--- config.mk ---
export PLATFORM = sky130hd
export DESIGN_NAME = adder_arbiter
export DESIGN_NICKNAME = d
export VERILOG_FILES = /design/src/rtl/adder_arb_pkg.sv /design/src/rtl/adder.sv /design/src/rtl/rr_arbiter.sv /design/src/rtl/adder_arbiter.sv
export SDC_FILE = /design/constraint.sdc
export NUM_CORES = 1
export LEC_CHECK = 0
export CORE_AREA = 2 2 229 231
export CTS_CLUSTER_DIAMETER = 150
export DETAILED_ROUTE_END_ITERATION = 7
export DIE_AREA = 0 0 231 233
export GPL_ROUTABILITY_DRIVEN = 0
export GPL_TIMING_DRIVEN = 0
export SLEW_MARGIN = 20
export SYNTH_ARGS = -nofsm -noshare
export SYNTH_HDL_FRONTEND = slang
export SYNTH_SLANG_ARGS = --single-unit
--- constraint.sdc ---
create_clock -name clk -period 15.8 [get_ports clk]
set_input_delay 1.58 -clock clk [delete_from_list [all_inputs] [get_ports clk]]
set_output_delay 1.58 -clock clk [all_outputs]
set_load 0.02 [all_outputs]
--- src/rtl/adder_arb_pkg.sv ---
// Shared constants and types for the shared-adder arbiter.
package adder_arb_pkg;

    localparam int NREQ_DEFAULT = 4;

    // Conventional requester slots.
    localparam int REQ_PC  = 0;
    localparam int REQ_BR  = 1;
    localparam int REQ_ALU = 2;
    localparam int REQ_LSU = 3;

    // Output register occupancy.
    typedef enum logic {
        StEmpty,
        StFull
    } rsp_state_e;

    // Width of a requester ID; never narrower than one bit.
    function automatic int id_width(input int n);
        return (n <= 1) ? 1 : $clog2(n);
    endfunction

endpackage

--- src/rtl/adder.sv ---
// Combinational modular adder; the carry-out is discarded.
module adder #(
    parameter int WIDTH = 63
) (
    input  logic [WIDTH:0] a,
    input  logic [WIDTH:0] b,
    output logic [WIDTH:0] sum
);

    assign sum = a + b;

endmodule

--- src/rtl/rr_arbiter.sv ---
// Combinational round-robin picker: first set request at or above ptr, wrapping.
module rr_arbiter #(
    parameter int N  = 4,
    parameter int PW = (N > 1) ? $clog2(N) : 1
) (
    input  logic [N-1:0]  req,
    input  logic [PW-1:0] ptr,
    output logic [N-1:0]  gnt
);

    logic          found;
    logic [PW-1:0] idx;

    // Scan N slots starting at ptr; the first valid one wins.
    always_comb begin
        gnt   = '0;
        found = 1'b0;
        idx   = '0;
        for (int k = 0; k < N; k++) begin
            idx = PW'((int'(ptr) + k) % N);
            if (!found && req[idx]) begin
                gnt[idx] = 1'b1;
                found    = 1'b1;
            end
        end
    end

endmodule

--- src/rtl/adder_arbiter.sv ---
// One signed adder shared by NREQ valid/ready requesters under round-robin
// arbitration; result, winner ID and signed overflow are registered.
module adder_arbiter
    import adder_arb_pkg::*;
#(
    parameter int WIDTH = 63,
    parameter int NREQ  = NREQ_DEFAULT,
    parameter int IDW   = id_width(NREQ)
) (
    input  logic                      clk,
    input  logic                      rst_n,
    input  logic [NREQ-1:0]           req_valid,
    input  logic [NREQ*(WIDTH+1)-1:0] req_a,
    input  logic [NREQ*(WIDTH+1)-1:0] req_b,
    output logic [NREQ-1:0]           req_ready,
    output logic                      rsp_valid,
    input  logic                      rsp_ready,
    output logic [WIDTH:0]            rsp_sum,
    output logic [IDW-1:0]            rsp_id,
    output logic                      rsp_ovf
);

    rsp_state_e     state_q, state_d;
    logic [IDW-1:0] ptr_q, ptr_next, winner;
    logic [NREQ-1:0] gnt;
    logic           can_accept, xfer, ovf;
    logic [WIDTH:0] a_sel, b_sel, sum;

    // Accept when empty, or when the held result drains this cycle.
    assign can_accept = (state_q == StEmpty) || rsp_ready;

    rr_arbiter #(
        .N  (NREQ),
        .PW (IDW)
    ) u_rr_arbiter (
        .req (req_valid),
        .ptr (ptr_q),
        .gnt (gnt)
    );

    // Grants are held off while reset is asserted, even though the FSM reads EMPTY.
    assign req_ready = (can_accept && rst_n) ? gnt : '0;
    assign xfer      = |req_ready;

    // Operand mux and winner encode driven by the one-hot grant.
    always_comb begin
        a_sel  = '0;
        b_sel  = '0;
        winner = '0;
        for (int i = 0; i < NREQ; i++) begin
            if (gnt[i]) begin
                a_sel  = req_a[i*(WIDTH+1) +: WIDTH+1];
                b_sel  = req_b[i*(WIDTH+1) +: WIDTH+1];
                winner = IDW'(i);
            end
        end
    end

    adder #(
        .WIDTH (WIDTH)
    ) u_adder (
        .a   (a_sel),
        .b   (b_sel),
        .sum (sum)
    );

    // Signed overflow: like-signed operands producing an opposite-signed sum.
    assign ovf      = (a_sel[WIDTH] == b_sel[WIDTH]) && (sum[WIDTH] != a_sel[WIDTH]);
    assign ptr_next = (winner == IDW'(NREQ - 1)) ? '0 : winner + IDW'(1);

    // Occupancy next-state: a transfer always fills, a bare drain empties.
    always_comb begin
        state_d = state_q;
        case (state_q)
            StEmpty: if (xfer) state_d = StFull;
            StFull: begin
                if (xfer) begin
                    state_d = StFull;
                end else if (rsp_ready) begin
                    state_d = StEmpty;
                end
            end
            default: state_d = StEmpty;
        endcase
    end

    // Occupancy, priority pointer and result registers.
    always_ff @(posedge clk or negedge rst_n) begin
        if (!rst_n) begin
            state_q <= StEmpty;
            ptr_q   <= '0;
            rsp_sum <= '0;
            rsp_id  <= '0;
            rsp_ovf <= 1'b0;
        end else begin
            state_q <= state_d;
            if (xfer) begin
                ptr_q   <= ptr_next;
                rsp_sum <= sum;
                rsp_id  <= winner;
                rsp_ovf <= ovf;
            end
        end
    end

    assign rsp_valid = (state_q == StFull);

    grant_onehot0: assert property (@(posedge clk) disable iff (!rst_n) $onehot0(req_ready));

endmodule

==> impl_results.md <==
- CP max-delay cell: clkbuf_1
- Worst hold path depth: 2
- Worst Hold End: rsp_sum[13]$_DFFE_PN0P_
- Total track usage: 22.97%
- Hold_buf cts: 0
- Synthesized cell area: 0.009910 sq mm
- Congestion Overflow GR: 0
- Clk_lat worst skew: 370 ps
- Clock skew: 13.48 ps
- Die Area: 0.05382 sq mm
- Initial detailed-routing violation count: 1031
- Critical-path cell list: clkdlybuf4s50_1 > mux4_2 > buf_2 > nor3b_1 > a221o_1 > buf_4 > buf_2 > buf_2 > clkbuf_1 > a21oi_1 > o21ai_0 > ha_1 > and3_1 > a221o_1 > a41o_1 > a21o_1 > a31o_2 > a22o_1 > a21oi_1 > o21ai_0 > a311oi_1 > o41ai_1
- CTS Buf Count: 9
- Drt pass-1 iters: 6
- Layout filler cell count: 5498
- Vias per cell: 5.148
- Post-synth EDFFs: 0
- H-tree levels: 3
- Hold Path Origin: rsp_sum[13]$_DFFE_PN0P_
- Top post-synthesis cells by count: nand2_1 (197), nor2_1 (166), o21ai_0 (156)
- Critical path class: in -> reg
- Vias: 13950
- WL/cell: 23.72 microns
- Final routed DRC violation total: 0
- Critical Path Most Common Cell: buf_2
- Total Wirelength: 64290 microns
- Fmax: 106.3 MHz
- Clock transition at path regs: 70 ps
- Layout area overhead: 71.39%
- Maxcap violations: 0
- Post-synth top area share: 17.68%
- Final Hold Fails: 0
- Share of layout cells above drive strength 1: 3.210%
- TNS Setup: 0 ps
- RR Startpoint: ptr_q[0]$_DFFE_PN0P_
- Largest cells by area after synthesis: dfrtp_1 (18%), a22oi_1 (9.6%), ha_1 (8.8%), o21ai_0 (7.9%), a21oi_1 (7.6%)
- Dpl hpwl: 54830 microns
- CP Data Arrival Time: 9650 ps
- Worst Path Max Fanout: 10
- Initial Utilization: 19.39%
- # setup viols final: 0
- Die width: 231 microns
- R2R depth: 23
- Gate Count Post-Synth: 1418
- Fin. max-slew vios: 0
- Post-synth top flop: dfrtp_1
- Nets: 2611
- Slew margin rel.: 31.26%
- Vias in the first global route: 14150
- Fin crit share: 59.55%
- Post-route ant nets: 0
- Slowest Stage Delay on Critical Path: 660 ps
- Yosys top cell by area: dfrtp_1
- Most numerous cell in the Yosys netlist: nand2_1
- Sequential area share after synthesis: 17.68%
- Synthesis Warnings: 0
- Syn Area/Cell: 6.988 sq um
- # resized after CTS: 0
- R2R Setup Slk: 7030 ps
- WP data required: 16040 ps
- IO buf count: 590
- Core Region: 0.05109 sq mm
- Register bit total from synthesis: 70
- Async SR Flop Fraction: 100.0%
- Yosys cell types: 73
- Worst r2r dst: rsp_sum[62]$_DFFE_PN0P_
- Setup Buffers After CTS: 0
- CP Capture Type: register
- FP Rows: 83
- Largest net degree at the start of global routing: 46
- Post-Syn Nets: 2008
- Initial antenna violation count: 6
- Unrepaired setup endpoints after global routing: no
- Status: complete, no violations
- Clock sinks: 70
- Worst hold path class: reg -> reg
- Root Buffer: clkbuf_16
- First-pass GRT wire length: 90990 microns
- CTS Buffer Depth: 2
- CTS tree: done
- Worst-margin pin slew: 1022 ps
- Post-route insts no fill: 2710
- Startpoint types: input pin
- Die Span Y: 233 microns
- Period minus WS final: 9409 ps
- Total I/O pin count: 591
- Placed Instances: 2689
[logic make-up after synthesis]
| group | count (synthesis) | synth area share, % |
|---|---|---|
| flops | 70 | 17.68 |
| fa+ha+maj | 71 | 9.040 |
| mux | 6 | 1.124 |
| simple gates | 457 | 19.99 |
| compound gates | 620 | 41.55 |
| xor+xnor | 55 | 4.861 |
| buf+inv | 139 | 5.758 |
[worst max-delay path: cells and delay by family]
family,cells,cell delay [ps]
AOI/OAI and AO/OA,12,3800
buffers and inverters,6,2720
and+or+nand+nor,2,660
muxes,1,480
adders and majority gates,1,340
[cells in the final DEF (no fill, tap or decap), types with 9 or more instances in the layout]
master / count
xor2_1: 20
dfrtp_1: 70
o21bai_1: 17
nand2_1: 197
buf_2: 24
a22oi_1: 127
xnor2_1: 35
a31oi_1: 11
buf_1: 23
nand3_1: 17
ha_1: 70
a21o_1: 36
clkdlybuf4s50_1: 589
nor3_1: 11
and3_1: 12
clkbuf_16: 9
clkbuf_1: 72
o21ai_0: 156
inv_1: 20
a21oi_1: 150
nor2_1: 166
nand4_1: 10
a221o_1: 60
[routing by layer]
metal / track usage [%] / up-vias / share of wire, %
li1: - / 6496 / -
met1: 30.04 / 6722 / 44
met2: 37.84 / 654 / 46
met3: 4.718 / 79 / 6.8
met4: 6.935 / 0 / 2.6
met5: 0 / - / 0
[through the flow]
stage | setup WS, ps | utilization [%] | hold slack [ps] | area (sq um)
final | 6391 | 33.24 | 476.5 | 16980
after global routing | 5928 | 33.23 | 505.4 | 16980
after CTS | 6374 | 33.19 | 482.5 | 16960
after detailed placement | 5993 | 32.67 | 466.8 | 16690
after global placement | 6017 | 32.62 | 463.1 | 16670
after floorplan | 9050 | - | 574.5 | 9910
[sequential cells by signal, indices dropped and copies added, names as in the netlist]
signal,flops
rsp_ovf,1
rsp_valid,1
ptr_q,2
rsp_id,2
rsp_sum,64
[how the worst max path moves through the flow]
stage                       startpoint                      end  depth (start not counted)
after detailed placement  req_valid[3]  rsp_sum[63]$_DFFE_PN0P_                         23
after global routing      req_valid[3]  rsp_sum[63]$_DFFE_PN0P_                         23
final                     req_valid[3]  rsp_sum[62]$_DFFE_PN0P_                         22
after global placement    req_valid[3]  rsp_sum[63]$_DFFE_PN0P_                         23
after CTS                 req_valid[3]  rsp_sum[63]$_DFFE_PN0P_                         23
after floorplan           req_valid[3]  rsp_sum[60]$_DFFE_PN0P_                         24
[layout make-up]
class / count / area [sq um] / share of cell area (%)
antenna: 5 / 12.51 / 0.07367
buffer: 119 / 495.5 / 2.917
clock buffer: 14 / 264.0 / 1.554
clock inverter: 1 / 5.005 / 0.02947
inverter: 20 / 75.07 / 0.4420
multi-input combinational: 1209 / 7587 / 44.67
sequential: 70 / 1752 / 10.31
tap: 680 / 850.8 / 5.010
timing repair buffer: 592 / 5942 / 34.99
Power is not shown: default switching activity piles up to over one toggle a cycle in this logic, so the estimate is an artifact.
